==> src/rtl/imm_gen_if.sv <==
// imm_gen_if: fetch->decode handshake bundle for imm_gen_pipe.
//   in_valid/in_ready/inst        : instruction stream into the block
//   out_valid/out_ready           : decoded-immediate stream out of the block
//   imm/fmt/illegal               : decoded payload (imm is XLEN wide)
// slave modport is the block side; master modport is the producer/consumer side.
interface imm_gen_if #(
    parameter int unsigned XLEN = 64
);
    logic            in_valid;
    logic            in_ready;
    logic [31:0]     inst;
    logic            out_valid;
    logic            out_ready;
    logic [XLEN-1:0] imm;
    logic [2:0]      fmt;
    logic            illegal;

    modport slave (
        input  in_valid, inst, out_ready,
        output in_ready, out_valid, imm, fmt, illegal
    );

    modport master (
        output in_valid, inst, out_ready,
        input  in_ready, out_valid, imm, fmt, illegal
    );
endinterface

==> src/rtl/imm_gen_pipe.sv <==
// imm_gen_pipe: pipelined RISC-V immediate generator with a 2-entry skid buffer.
//   clk   : clock, all state on rising edge
//   rst   : asynchronous active-high reset
//   flush : synchronous discard of all buffered entries (wins over accept)
//   bus   : imm_gen_if.slave - in_valid/in_ready/inst in, out_valid/out_ready/imm/fmt/illegal out
// fmt encoding: 0=none 1=I 2=S 3=B 4=U 5=J 6=SHIFT. Latency 1, throughput 1/cycle.
module imm_gen_pipe #(
    parameter int unsigned XLEN   = 64,
    parameter bit          RV64_W = 1'b1
) (
    input  logic      clk,
    input  logic      rst,
    input  logic      flush,
    imm_gen_if.slave  bus
);
    localparam logic [2:0] FmtNone  = 3'd0;
    localparam logic [2:0] FmtI     = 3'd1;
    localparam logic [2:0] FmtS     = 3'd2;
    localparam logic [2:0] FmtB     = 3'd3;
    localparam logic [2:0] FmtU     = 3'd4;
    localparam logic [2:0] FmtJ     = 3'd5;
    localparam logic [2:0] FmtShift = 3'd6;

    // OP-IMM-32 only exists on RV64 builds that enable it.
    localparam bit WEn = RV64_W && (XLEN == 64);

    logic [XLEN-1:0] w_imm;
    logic [2:0]      w_fmt;
    logic            w_ill;
    logic [6:0]      w_opc;
    logic [2:0]      w_f3;
    logic            w_is_shift;

    assign w_opc      = bus.inst[6:0];
    assign w_f3       = bus.inst[14:12];
    assign w_is_shift = (w_f3 == 3'b001) || (w_f3 == 3'b101);

    // Every sign extension replicates inst[31] directly.
    always_comb begin
        w_imm = '0;
        w_fmt = FmtNone;
        w_ill = 1'b1;
        case (w_opc)
            7'b0000011, 7'b1100111: begin
                w_imm = {{(XLEN-12){bus.inst[31]}}, bus.inst[31:20]};
                w_fmt = FmtI;
                w_ill = 1'b0;
            end
            7'b0010011: begin
                w_ill = 1'b0;
                if (w_is_shift) begin
                    w_fmt = FmtShift;
                    if (XLEN == 64) begin
                        w_imm = {{(XLEN-6){1'b0}}, bus.inst[25:20]};
                    end else begin
                        w_imm = {{(XLEN-5){1'b0}}, bus.inst[24:20]};
                        w_ill = bus.inst[25];
                    end
                end else begin
                    w_imm = {{(XLEN-12){bus.inst[31]}}, bus.inst[31:20]};
                    w_fmt = FmtI;
                end
            end
            7'b0011011: begin
                if (WEn && (w_f3 == 3'b000)) begin
                    w_imm = {{(XLEN-12){bus.inst[31]}}, bus.inst[31:20]};
                    w_fmt = FmtI;
                    w_ill = 1'b0;
                end else if (WEn && w_is_shift) begin
                    // Word shifts only have a 5-bit shamt.
                    w_imm = {{(XLEN-5){1'b0}}, bus.inst[24:20]};
                    w_fmt = FmtShift;
                    w_ill = bus.inst[25];
                end
            end
            7'b0100011: begin
                w_imm = {{(XLEN-12){bus.inst[31]}}, bus.inst[31:25], bus.inst[11:7]};
                w_fmt = FmtS;
                w_ill = 1'b0;
            end
            7'b1100011: begin
                w_imm = {{(XLEN-13){bus.inst[31]}}, bus.inst[31], bus.inst[7],
                         bus.inst[30:25], bus.inst[11:8], 1'b0};
                w_fmt = FmtB;
                w_ill = 1'b0;
            end
            7'b0110111, 7'b0010111: begin
                w_imm = {{(XLEN-20){bus.inst[31]}}, bus.inst[31:12]} << 12;
                w_fmt = FmtU;
                w_ill = 1'b0;
            end
            7'b1101111: begin
                w_imm = {{(XLEN-21){bus.inst[31]}}, bus.inst[31], bus.inst[19:12],
                         bus.inst[20], bus.inst[30:21], 1'b0};
                w_fmt = FmtJ;
                w_ill = 1'b0;
            end
            default: ;
        endcase
    end

    logic            r_main_valid;
    logic [XLEN-1:0] r_main_imm;
    logic [2:0]      r_main_fmt;
    logic            r_main_ill;
    logic            r_skid_valid;
    logic [XLEN-1:0] r_skid_imm;
    logic [2:0]      r_skid_fmt;
    logic            r_skid_ill;
    logic            r_in_ready;

    logic w_accept;
    logic w_drain;
    logic w_main_load;
    logic w_skid_valid_d;

    assign w_accept    = bus.in_valid && r_in_ready && !flush;
    assign w_drain     = r_main_valid && bus.out_ready;
    assign w_main_load = !r_main_valid || w_drain;
    // Skid only fills when main is occupied and stays occupied; it empties whenever main loads.
    assign w_skid_valid_d = r_skid_valid ? !w_main_load : (w_accept && !w_main_load);

    always_ff @(posedge clk or posedge rst) begin
        if (rst) begin
            r_main_valid <= 1'b0;
            r_main_imm   <= '0;
            r_main_fmt   <= FmtNone;
            r_main_ill   <= 1'b0;
            r_skid_valid <= 1'b0;
            r_skid_imm   <= '0;
            r_skid_fmt   <= FmtNone;
            r_skid_ill   <= 1'b0;
            r_in_ready   <= 1'b1;
        end else if (flush) begin
            r_main_valid <= 1'b0;
            r_main_imm   <= '0;
            r_main_fmt   <= FmtNone;
            r_main_ill   <= 1'b0;
            r_skid_valid <= 1'b0;
            r_skid_imm   <= '0;
            r_skid_fmt   <= FmtNone;
            r_skid_ill   <= 1'b0;
            r_in_ready   <= 1'b1;
        end else begin
            if (w_main_load) begin
                if (r_skid_valid) begin
                    r_main_valid <= 1'b1;
                    r_main_imm   <= r_skid_imm;
                    r_main_fmt   <= r_skid_fmt;
                    r_main_ill   <= r_skid_ill;
                end else begin
                    r_main_valid <= w_accept;
                    if (w_accept) begin
                        r_main_imm <= w_imm;
                        r_main_fmt <= w_fmt;
                        r_main_ill <= w_ill;
                    end
                end
            end
            if (!r_skid_valid && w_skid_valid_d) begin
                r_skid_imm <= w_imm;
                r_skid_fmt <= w_fmt;
                r_skid_ill <= w_ill;
            end
            r_skid_valid <= w_skid_valid_d;
            r_in_ready   <= !w_skid_valid_d;
        end
    end

    assign bus.in_ready  = r_in_ready;
    assign bus.out_valid = r_main_valid;
    assign bus.imm       = r_main_imm;
    assign bus.fmt       = r_main_fmt;
    assign bus.illegal   = r_main_ill;
endmodule

==> src/flat_wrapper.sv <==
// flat-port wrapper written by rule: the top's interface ports become plain ports
module imm_gen_pipe_flat 
#(
    parameter int unsigned XLEN   = 64,
    parameter bit          RV64_W = 1'b1
)
  (clk, rst, flush, bus_in_valid, bus_inst, bus_out_ready, bus_in_ready, bus_out_valid, bus_imm, bus_fmt, bus_illegal);
  imm_gen_if #(.XLEN(XLEN)) bus_i ();
  input  logic clk;
  input  logic rst;
  input  logic flush;
  input wire logic [$bits(bus_i.in_valid)-1:0] bus_in_valid;
  input wire logic [$bits(bus_i.inst)-1:0] bus_inst;
  input wire logic [$bits(bus_i.out_ready)-1:0] bus_out_ready;
  output wire logic [$bits(bus_i.in_ready)-1:0] bus_in_ready;
  output wire logic [$bits(bus_i.out_valid)-1:0] bus_out_valid;
  output wire logic [$bits(bus_i.imm)-1:0] bus_imm;
  output wire logic [$bits(bus_i.fmt)-1:0] bus_fmt;
  output wire logic [$bits(bus_i.illegal)-1:0] bus_illegal;
  assign bus_i.in_valid = bus_in_valid;
  assign bus_i.inst = bus_inst;
  assign bus_i.out_ready = bus_out_ready;
  assign bus_in_ready = bus_i.in_ready;
  assign bus_out_valid = bus_i.out_valid;
  assign bus_imm = bus_i.imm;
  assign bus_fmt = bus_i.fmt;
  assign bus_illegal = bus_i.illegal;
  imm_gen_pipe #(.XLEN(XLEN), .RV64_W(RV64_W)) u_core (.clk(clk), .rst(rst), .flush(flush), .bus(bus_i));
endmodule
==> config.mk <==
export PLATFORM = sky130hd
export DESIGN_NAME = imm_gen_pipe_flat
export DESIGN_NICKNAME = d
export VERILOG_FILES = /design/src/rtl/imm_gen_if.sv /design/src/rtl/imm_gen_pipe.sv /design/src/flat_wrapper.sv
export SDC_FILE = /design/constraint.sdc
export NUM_CORES = 1
export LEC_CHECK = 0
export ABC_AREA = 0
export CORE_UTILIZATION = 35
export CTS_CLUSTER_SIZE = 14
export DETAILED_ROUTE_END_ITERATION = 8
export GPL_ROUTABILITY_DRIVEN = 1
export GPL_TIMING_DRIVEN = 0
export PLACE_DENSITY_LB_ADDON = 0.12
export SYNTH_ARGS = -nofsm -noshare
export SYNTH_HDL_FRONTEND = slang
export SYNTH_SLANG_ARGS = --single-unit
==> constraint.sdc <==
create_clock -name clk -period 1.9 [get_ports clk]
set_input_delay 0.19 -clock clk [delete_from_list [all_inputs] [get_ports clk]]
set_output_delay 0.19 -clock clk [all_outputs]
set_load 0.02 [all_outputs]
==> flow_metrics.env <==
export IMPL_status="completed"
export IMPL_wl_per_cell_um=17.1
export IMPL_drt_pass1_iter_count=5
export IMPL_finalPower_mw=3.81
export IMPL_cts_tree="built"
export IMPL_grt_pass1_wl_um=21300
export IMPL_nets=642
export IMPL_fin_crit_ps=1850
export IMPL_die_area_um2=12900
export IMPL_drc=0
export IMPL_final_cell_area_um2=6270
export IMPL_crit_start="u_core.bus.imm[62]"
export IMPL_gp_congestion=0.819
export IMPL_async_reset_ff_share_pct=100
export IMPL_root_buffer="clkbuf_16"
export IMPL_io_buffers=106
export IMPL_cts_sink_count=75
export IMPL_period_share_pct=97.1
export IMPL_drt_total_wl_um=13300
export IMPL_final_util_pct=52.0
export IMPL_synth_top_area_cell="dfrtp_1"
export IMPL_hold_viol=0
export IMPL_pin_count=107
export IMPL_antenna_cells=0
export IMPL_layout_drive_gt1_share_pct=22.1
export IMPL_grt_antenna_before_repair=0
export IMPL_crit_chain="buf_12 -> buf_4 -> clkdlybuf4s50_1"
export IMPL_critPathArrivalTime_ps=1660
export IMPL_vdd_drop_max_uv=335
export IMPL_synth_flop_cell="dfrtp_1"
export IMPL_netlist_top_cells_area="dfrtp_1 (42%), buf_4 (5.9%), nand2_1 (5.1%), nand3b_1 (5.0%), o21ai_0 (3.8%)"
export IMPL_crit_fanout=17
export IMPL_dr_total_vias=4110
export IMPL_synthCells=468
export IMPL_synth_edf_count=0
export IMPL_clock_latency_ps=350
export IMPL_core_um2=12100
export IMPL_antenna_left=0
export IMPL_hold_buffers=0
export IMPL_cts_buffers=9
export IMPL_crit_required_ps=1710
export IMPL_rr_worst_depth=4
export IMPL_rsz0062_at_grt="true"
export IMPL_slew_headroom_pct=61.1
export IMPL_leakagePower_nw=2.62
export IMPL_place_area_um2=5680
export IMPL_cp_start_kind="flop"
export IMPL_die_height_um=114
export IMPL_clock_path_buffers=2
export IMPL_routed_via_density=5.28
export IMPL_avgSynthCellArea_um2=9.32
export IMPL_yosysSeqAreaShare_pct=43.0
export IMPL_max_stage_delay_ps=540
export IMPL_fin_setup_tns_ps=0
export IMPL_power_density_nw_per_um2=608
export IMPL_yosys_warnings=0
export IMPL_critPathCaptureType="output port"
export IMPL_grtUsageTotal_pct=21.5
export IMPL_ys_ff_latch=75
export IMPL_path_clk_slew_ps=60
export IMPL_rows=40
export IMPL_ys_types=58
export IMPL_dp_hpwl_um=9490
export IMPL_cap_violations=0
export IMPL_grt_remaining_overflow=0
export IMPL_die_w_um=114
export IMPL_critPathKind="reg2out"
export IMPL_slew_violations=0
export IMPL_min_path_type="in2async"
export IMPL_synth_top_area_share_pct=42.4
export IMPL_crit_path_top_delay_cell="clkdlybuf4s50_1"
export IMPL_reg2reg_from="u_core.r_skid_valid"
export IMPL_first_iter_violations=266
export IMPL_synth_area_um2=4360
export IMPL_timing_worst_slew_pin_value_ps=583
export IMPL_fmax_ghz=0.542
export IMPL_fin_skew_ps=7.89
export IMPL_grt_max_degree=41
export IMPL_start_util_pct=36.2
export IMPL_syn_nets=505
export IMPL_area_delta_synth_final_pct=43.7
export IMPL_grt_pass1_vias=4034
export IMPL_setup_violations=0
export IMPL_h_tree_depth=3
==> metal layers <==
layer	share of wire, %	vias to the layer above	GRT usage (%)	routed length [µm]
li1	-	1951	-	-
met1	46	2023	28.5	6150
met2	48	119	35.2	6330
met3	4.6	17	3.72	606
met4	1.7	0	7.72	224
met5	0	-	0	0
==> cell usage in the layout, fill, tap and decap left out, drive strengths merged, types with 3 or more instances in the layout <==
cell type and instances:
a211oi 9, a21oi 28, a221o 9, a221oi 6, a31oi 4, a32oi 6, and2 12, buf 66
clkbuf 31, clkdlybuf4s50 102, clkinv 3, clkinvlp 4, dfrtp 74, dlymetal6s2s 3, inv 3, nand2 59
nand2b 6, nand3 29, nand3b 29, nor2 17, nor2b 3, nor3 16, nor4b 3, o21ai 50
o221ai 13
==> what timing repair did <==
item	in CTS	in global routing
setup buffers	12	6
endpoints found under the setup margin	101	69
gates resized for setup	24	24
cloned	0	1
pin swaps	5	4
==> report_power, final <==
part	leakage, nW	internal [mW]	switching, mW	total, mW
logic	1.45	0.215	0.296	0.511
registers	1.04	1.62	0.0149	1.64
clock network	0.134	0.957	0.706	1.66
==> path summary, 6_finish.rpt <==
| check | slack (ps) | endpoint |
|---|---|---|
| max reg2reg | 80 | u_core.bus.imm[4] |
| max | 50 | bus_imm[58] |
| min | 130 | u_core.bus.imm[17] |
| min in group clk | 340 | u_core.r_skid_imm[12] |
| max in group asynchronous | 1080 | u_core.bus.imm[1] |
| min reg2reg | 480 | u_core.bus.imm[16] |
==> kinds of logic (layout without fill, tap and decap cells) <==
logic type / count (synthesis) / after routing / synth area share (%)
and+or+nand+nor: 188 / 188 / 24.8
AOI/OAI and AO/OA: 133 / 133 / 21.6
DFF: 75 / 75 / 43.0
buffers and inverters: 71 / 213 / 10.3
muxes: 1 / 1 / 0.258
==> synth_stat cells, drive strengths merged (2+ instances only) <==
| cell type | number |
|---|---|
| o221ai | 13 |
| nor3 | 16 |
| a221oi | 6 |
| a211oi | 9 |
| clkinv | 2 |
| a221o | 9 |
| and2 | 12 |
| buf | 45 |
| dfrtp | 74 |
| and3b | 2 |
| nand2b | 6 |
| nor2 | 17 |
| nand3b | 29 |
| a32oi | 6 |
| inv | 3 |
| a21oi | 28 |
| nand3 | 29 |
| nand2 | 59 |
| and2b | 2 |
| or3 | 2 |
| clkbuf | 21 |
| nor2b | 3 |
| nor4 | 2 |
| o21ai | 50 |
| a31oi | 4 |
| nor4b | 3 |
==> state kept, by name (all words and copies together), names as in the netlist <==
register              cells
u_core.bus.illegal        1
u_core.r_skid_imm        32
u_core.bus.in_ready       1
u_core.r_skid_ill         1
u_core.r_skid_valid       1
u_core.bus.imm           32
u_core.r_skid_fmt         3
u_core.bus.fmt            3
u_core.bus.out_valid      1
==> critical path, delay by kind of cell (launching register included) <==
family	cells	cell delay, ps
flip-flops	1	490
buffers and inverters	3	820
==> through the flow <==
step,std cells,hold WS [ps],setup WS (ps)
after floorplan,468,318,111
after global placement,742,469,-625
after detailed placement,744,474,-650
after CTS,771,134,0.792
after global routing,778,159,-18.7
final,778,127,54.2
==> final cells by class <==
class	instances	area (µm²)
buffer	65	453
sequential	75	1880
clock inverter	5	36.3
fill	1151	5790
timing repair buffer	127	1290
multi-input combinational	322	2120
clock buffer	11	253
tap	168	210
inverter	5	23.8
Note: power is estimated with default switching activity, not from simulation.
